**src/rtl/sparce_skip_ctrl.sv**
```systemverilog
// sparce_skip_ctrl
// Turns SparCE PSRU skip decisions into fetch redirects. When a skip is accepted,
// the block raises one registered redirect request and holds it until fetch
// acknowledges it, a pipeline flush cancels it, or a timeout abandons it. An
// acknowledged redirect is followed by a cooldown in which new skips are ignored.
// The block also keeps saturating skip statistics for the SparCE CSRs.
//
// Ports
//   CLK, RST          clock; synchronous active-high reset
//   skip_in           PSRU skip decision, valid in the same cycle
//   target_in         PSRU skip target PC
//   insts_to_skip_in  number of instructions this skip removes
//   enable            SparCE control-flow enable; gates new acceptance only
//   pipe_flush        higher-priority pipeline redirect
//   redirect_ack      fetch accepted redirect_pc in this cycle
//   redirect_req      registered redirect request to fetch
//   redirect_pc       redirect target; held stable while redirect_req is high
//   busy              controller is not idle
//   align_err         one-cycle pulse: a misaligned target was rejected
//   timeout_err       one-cycle pulse: a request was abandoned without an ack
//   clr_stats         clears both statistics counters
//   skip_count        number of acknowledged skips (saturating)
//   insts_skipped     total instructions skipped by acknowledged skips (saturating)
module sparce_skip_ctrl #(
   parameter int INSTS_W     = 5,
   parameter int CNT_W       = 32,
   parameter int HOLD_CYCLES = 2,
   parameter int TIMEOUT     = 15
) (
   input  logic               CLK,
   input  logic               RST,
   input  logic               skip_in,
   input  logic [31:0]        target_in,
   input  logic [INSTS_W-1:0] insts_to_skip_in,
   input  logic               enable,
   input  logic               pipe_flush,
   input  logic               redirect_ack,
   output logic               redirect_req,
   output logic [31:0]        redirect_pc,
   output logic               busy,
   output logic               align_err,
   output logic               timeout_err,
   input  logic               clr_stats,
   output logic [CNT_W-1:0]   skip_count,
   output logic [CNT_W-1:0]   insts_skipped
);

   // The shared timer counts REQ wait cycles up and HOLD cooldown cycles down.
   localparam int TMR_MAX = (TIMEOUT > HOLD_CYCLES) ? TIMEOUT : HOLD_CYCLES;
   localparam int TMR_W   = (TMR_MAX < 2) ? 1 : $clog2(TMR_MAX + 1);

   typedef enum logic [1:0] {IDLE, REQ, HOLD} state_t;

   state_t             state_q, state_d;
   logic [TMR_W-1:0]   tmr_q, tmr_d;
   logic [INSTS_W-1:0] size_q;
   logic               req_d, align_d, tout_d;
   logic               load_pc, stats_inc;

   function automatic logic [CNT_W-1:0] sat_inc(input logic [CNT_W-1:0] acc);
      return (&acc) ? acc : acc + CNT_W'(1);
   endfunction

   function automatic logic [CNT_W-1:0] sat_add(input logic [CNT_W-1:0]   acc,
                                                input logic [INSTS_W-1:0] add);
      logic [CNT_W:0] sum;
      sum = {1'b0, acc} + {{(CNT_W + 1 - INSTS_W){1'b0}}, add};
      return sum[CNT_W] ? {CNT_W{1'b1}} : sum[CNT_W-1:0];
   endfunction

   always_comb begin
      state_d   = state_q;
      tmr_d     = tmr_q;
      req_d     = 1'b0;
      align_d   = 1'b0;
      tout_d    = 1'b0;
      load_pc   = 1'b0;
      stats_inc = 1'b0;
      case (state_q)
         IDLE: begin
            if (skip_in && enable && !pipe_flush) begin
               // Only word-aligned targets are legal redirect destinations.
               if (target_in[1:0] != 2'b00) begin
                  align_d = 1'b1;
               end else begin
                  load_pc = 1'b1;
                  tmr_d   = '0;
                  req_d   = 1'b1;
                  state_d = REQ;
               end
            end
         end
         REQ: begin
            if (pipe_flush) begin
               state_d = IDLE;
            end else if (redirect_ack) begin
               stats_inc = 1'b1;
               if (HOLD_CYCLES == 0) begin
                  state_d = IDLE;
               end else begin
                  tmr_d   = TMR_W'(HOLD_CYCLES);
                  state_d = HOLD;
               end
            end else if (tmr_q == TMR_W'(TIMEOUT - 1)) begin
               // Timer counts from 0, so the request stays up exactly TIMEOUT cycles.
               tout_d  = 1'b1;
               state_d = IDLE;
            end else begin
               tmr_d = tmr_q + TMR_W'(1);
               req_d = 1'b1;
            end
         end
         HOLD: begin
            tmr_d = tmr_q - TMR_W'(1);
            if (tmr_q <= TMR_W'(1)) begin
               tmr_d   = '0;
               state_d = IDLE;
            end
         end
         default: begin
            tmr_d   = '0;
            state_d = IDLE;
         end
      endcase
   end

   always_ff @(posedge CLK) begin
      if (RST) begin
         state_q       <= IDLE;
         tmr_q         <= '0;
         size_q        <= '0;
         redirect_req  <= 1'b0;
         redirect_pc   <= '0;
         align_err     <= 1'b0;
         timeout_err   <= 1'b0;
         skip_count    <= '0;
         insts_skipped <= '0;
      end else begin
         state_q      <= state_d;
         tmr_q        <= tmr_d;
         redirect_req <= req_d;
         align_err    <= align_d;
         timeout_err  <= tout_d;
         if (load_pc) begin
            redirect_pc <= target_in;
            size_q      <= insts_to_skip_in;
         end
         // A clear in the same cycle as an increment wins.
         if (clr_stats) begin
            skip_count    <= '0;
            insts_skipped <= '0;
         end else if (stats_inc) begin
            skip_count    <= sat_inc(skip_count);
            insts_skipped <= sat_add(insts_skipped, size_q);
         end
      end
   end

   assign busy = (state_q != IDLE);

endmodule

```
**config.mk**
```make
export PLATFORM = sky130hd
export DESIGN_NAME = sparce_skip_ctrl
export DESIGN_NICKNAME = d
export VERILOG_FILES = /design/src/rtl/sparce_skip_ctrl.sv
export SDC_FILE = /design/constraint.sdc
export NUM_CORES = 1
export LEC_CHECK = 0
export BUFFER_PORTS_ARGS = -buffer_cell sky130_fd_sc_hd__buf_2
export CORE_MARGIN = 2
export CORE_UTILIZATION = 53
export CTS_BUF_LIST = sky130_fd_sc_hd__clkbuf_16
export DETAILED_ROUTE_END_ITERATION = 6
export GPL_ROUTABILITY_DRIVEN = 0
export GPL_TIMING_DRIVEN = 0
export PLACE_DENSITY = 0.81
export REMOVE_ABC_BUFFERS = 1
export SETUP_SLACK_MARGIN = 0.15
export SLEW_MARGIN = 20
export SYNTH_ARGS = -nofsm -noshare
export SYNTH_HDL_FRONTEND = slang
export SYNTH_SLANG_ARGS = --single-unit
```
**constraint.sdc**
```tcl
create_clock -name CLK -period 3.1 [get_ports CLK]
set_clock_uncertainty 0.05 [all_clocks]
set_input_delay 0 -clock CLK [delete_from_list [all_inputs] [get_ports CLK]]
set_output_delay 0 -clock CLK [all_outputs]
set_load 0.02 [all_outputs]
```
* Word-level counts from Yosys, hierarchy flattened *
Index checks and enable logic that the tools add are counted.

storage, ports and cells
  flip-flop bits (word level) = 110
  input bits = 44

operators by class
  reduce and logical (&&, ||, !) cells = 13
  equal/unequal tests = 9
  $add $sub $neg = 4
  bitwise operators = 4
  order comparisons = 1
  muxes and demuxes = 27

operator list
  cell                   number
  $add 32x5->33          1
  $add 32x1->32 const B  1
  $mux 32                1
  $reduce_and 32->1      1
  $mux 4                 6
  $mux 2                 6
  $pmux 4 s3             1
  $mux 1                 11
  $ne 2x2->1 const B     4
  $reduce_and 4->1       2
  $pmux 2 s3             1
  $add 4x1->4 const B    1
  $eq 4x4->1 const B     1
  $le 4x1->1 const B     1
  $ne 4x4->1 const B     1
  $not 1->1              4
  $reduce_bool 2->1      2
  $reduce_or 4->1        1
  $sub 4x1->4 const B    1
  $ne 3x3->1 const B     1
  $reduce_or 3->1        1
  $eq 2x1->1 const B     1
  $eq 2x2->1 const B     1
  $logic_and 1x1->1      2
  5 further kinds        5

* Depth between registers and ports, before layout *
  depth in word-level cells = 5
  gate-level depth with buffers = 9
  gate-level depth less buffers = 7

* Least setup slack after synthesis *
OpenSTA, ideal clock, no wires.

  kind = register -> register
  start = reg insts_skipped[0]
  end = reg insts_skipped[15]
  clock period less this slack = 2.421 ns
  path buffers = 2
  setup time = 0.137 ns
  cell stages (with the launch flop) = 10
  data arrival time = 2.234 ns
  path slack = 0.679 ns
  cells stage by stage = dfxtp_1 -> ha_1 -> fa_1 -> a211oi_1 -> o21bai_1 -> and3_1 -> clkbuf_1 -> nand2_1 -> clkbuf_1 -> a31oi_1

on the way
  cells in the longest elaborated chain, start to end = 2

ends and longest elaborated chain
  item                    line  text
  start, declared         45    output logic [CNT_W-1:0] insts_skipped
  start signal, assigned  154   insts_skipped <= sat_add(insts_skipped, size_q);
  $add 32x5->33           67    sum = {1'b0, acc} + {{(CNT_W + 1 - INSTS_W){1'b0}}, add};
  $mux 32                 68    return sum[CNT_W] ? {CNT_W{1'b1}} : sum[CNT_W-1:0];

No other way between the ends.
A chain may end at the register's enable or synchronous reset.

* Worst setup path in the final report *
  start = reg state_q[1]
  end = reg insts_skipped[8]

on the way
  cells in the longest elaborated chain, start to end = 2

ends and longest elaborated chain
  item                    line  text
  start, declared         54    state_t state_q, state_d;
  start signal, assigned  139   state_q <= state_d;
  $eq 2x1->1              79    case (state_q)
  $mux 1                  79

No other way between the ends.

==> results.md <==
- Remaining DRCs: 0
- Busiest layer in global routing: met2
- Sequential area share after synthesis: 0.418
- Most used DFF post-synth: dfxtp_1
- Count of input and output buffers: 143
- Final Instance Area: between 6000 and 7000 µm²
- Filler cell count: approximately 780
- DIE AREA: 10,800 µm²
- Hold WC Path Type: in2reg
- Final Cycle Share: 0.860
- Postcts setup bufs: 0
- Slowest cell on crit path: nand3b_1
- CTS H-tree lvls: 3
- Worst Setup End Kind: register
- Pwr Density: 436 nW/µm²
- Post-synth EDFFs: 0
- Area Growth Syn to Fin: 28.3%
- Share of layout cells above drive strength 1: 0.227
- Fmax: 0.375 GHz
- Simple-Gate Fraction of Synth Area: 0.282
- Num ports: 144
- First-pass GRT wire length: 23.7 mm
- Worst setup margin: 434 ps
- Placed Area: 6020 µm²
- Vias: between 5,000 and 6,000
- Initial antenna violation count: 0
- Endpoints failing setup: 0
- Critical path class: reg2reg
- Status: finished clean
- WP buf/inv: 1
- Unique masters post-synth: 59
- Core box area: between 9000 and 10,000 µm²
- Adder-cell share of the synthesized area: 0.0347
- Worst Hold Slack: 14.6 ps
- Critical path startpoint category: register
- Nets@finish: 852
- Largest family of logic cells by synthesized area: simple AND/OR/NAND/NOR gates
- XOR/XNOR Fraction of Synth Area: 0.0249
- Routing usage on met3: 0.0378
- Unrepaired setup endpoints after global routing: no
- Rows: 36
- CP Cell Sequence: inv_1 -> ha_1 -> nand3b_1 -> nor2_1 -> and3_1 -> nand2_1 -> a21oi_1
- # diodes: 0
- Initial Util: 0.542
- Root Buffer: clkbuf_16
- Grt met2 use: 0.442
- Num CTS Buffers: 9
- Final hold violation count: 0
- Clock transition at path regs: 70 ps
- Flop-to-flop setup slack: 430 ps
- Met1 usage in global routing: 0.344
- Drt wl/cell: 15.6 µm
- Pre-CTS setup slack: 78.2 ps
- Max Cap Viol: 0
- Final wirelength: approximately 15 mm
- Final ANT Viol Nets: 0
- Overall Global Routing Usage: 0.264
- Final Power: roughly 3 mW
- Worst-Skew Late Latency: between 300 and 400 ps
- CP delay by family, top: simple AND/OR/NAND/NOR gates
- Most common cell after layout, fill and taps aside: buf_2
- Largest net degree at the start of global routing: 57
- Synthesized cell area: 5270 µm²
- Multi-input logic area: 2890 µm²
- Gate count of the mapped netlist: ~630
- Placed Cells: 877
- Slowest stage delay, CP: 450 ps
- Slew HR: 0.279
- Dpl hpwl: 9.45 mm
- Crit path time final: between 2000 and 3000 ps
- Synthesized flop and latch total: 110
- Reg area: between 2000 and 2500 µm²
- 1st-iter DRT viols: approximately 370
- DR pass1 iterations: 4
- Required time of the worst setup path: 3310 ps
- CTS tree: built
- Post-route non-filler standard cell count: 932
- Commonest non-fill, non-tap cells in the layout: 143 x buf_2, 110 x dfxtp_1, 104 x nand2_1
- Leakage: 2.75 nW
- Bufs on Longest Clock Path: 2
- Die width: 104 µm
- DR vias/cell: between 5 and 6
- Die Ht: 104 µm
- Avg Cell Area, Syn: 8.32 µm²
- VDD IR max: roughly 0.33 mV
- Tightest Pin Transition: 1080 ps
- WP data arrival: approximately 2900 ps
- Mux share of post-synthesis cell area: 0.0114
- Synth Area in Compound Gates: 0.192
- Final Max Slew Viols: 0
- Crit path max fanout: 12
- Grt total ovfl: 0
- Vias in the first global route: 4,976
- Ys Warns: 0
- Post-synth ARST share: 0
- Clock sink count: 110
-- per-layer routing --
metal,vias to the layer above,part of all wire
met2,230,0.48
met5,-,0
met4,0,0.020
met1,2586,0.44
li1,2669,-
met3,26,0.060
-- power by group --
group | leakage, nW | internal (mW) | switching (mW)
registers | 0.886 | 1.42 | 0.00747
clock network | 0.164 | 0.786 | 0.516
logic | 1.70 | 0.0917 | 0.124
-- path summary, 6_finish.rpt --
path	from	to	cells after the start
worst max-delay path	state_q[1]	insts_skipped[8]	7
worst min-delay path	target_in[0]	redirect_pc[11]	4
worst max register to register	state_q[1]	insts_skipped[8]	7
worst min register to register	redirect_pc[11]	redirect_pc[11]	2
-- synth_stat cells, types with 6 or more instances --
library cell | n | area, µm²
xor2_1 | 7 | 61.3
and4_1 | 8 | 70.1
nand4_1 | 21 | 131
clkbuf_1 | 26 | 97.6
and3_1 | 12 | 75.1
a21oi_1 | 74 | 370
a211oi_1 | 11 | 82.6
or3_1 | 19 | 119
ha_1 | 13 | 163
nor4_1 | 6 | 37.5
inv_1 | 11 | 41.3
nor2_1 | 35 | 131
o31ai_1 | 11 | 82.6
o21ai_0 | 19 | 95.1
dfxtp_1 | 110 | 2200
a31oi_1 | 12 | 75.1
nand3_1 | 33 | 165
mux2i_1 | 6 | 60.1
or4_1 | 14 | 105
xnor2_1 | 8 | 70.1
nand2_1 | 104 | 390
-- flip-flops by register name, indices dropped and copies added, names as in the netlist --
name / cells
redirect_pc: 32
state_q: 2
timeout_err: 1
insts_skipped: 32
size_q: 5
tmr_q: 4
redirect_req: 1
skip_count: 32
align_err: 1
-- cell type report --
type,count,area share
flip-flops and latches,110,0.326
inverters,11,0.00611
repair buffers,183,0.166
clock buffers,9,0.0333
well taps,133,0.0246
multi-input cells,479,0.427
clock inverters,7,0.0168
-- cells by family after synthesis --
group                      Yosys count
AOI/OAI and AO/OA                  162
xor gates and xnor gates            15
adders and majority gates           14
buffers and inverters               44
DFF                                110
muxes                                6
and+or+nand+nor                    282
-- metrics by stage --
step / setup TNS (ps) / util
after floorplan: 0 / -
after global placement: -54.2 / 0.616
after detailed placement: 0 / 0.619
after CTS: 0 / 0.694
after global routing: 0 / 0.695
final: 0 / 0.695
-- tightest hold or removal path: cells and delay by family --
| family | cells | cell delay, ps |
|---|---|---|
| buf+inv | 1 | 130 |
| simple gates | 2 | 180 |
| compound gates | 1 | 50 |
-- timing repair --
| action | 4_1_cts | 5_1_grt |
|---|---|---|
| endpoints found under the setup margin | 14 | 15 |
| resized for setup | 1 | 1 |
| endpoints found under the hold margin | 39 | 0 |
| hold buffers | 39 | 0 |
Power figures use the tool's default switching activity.
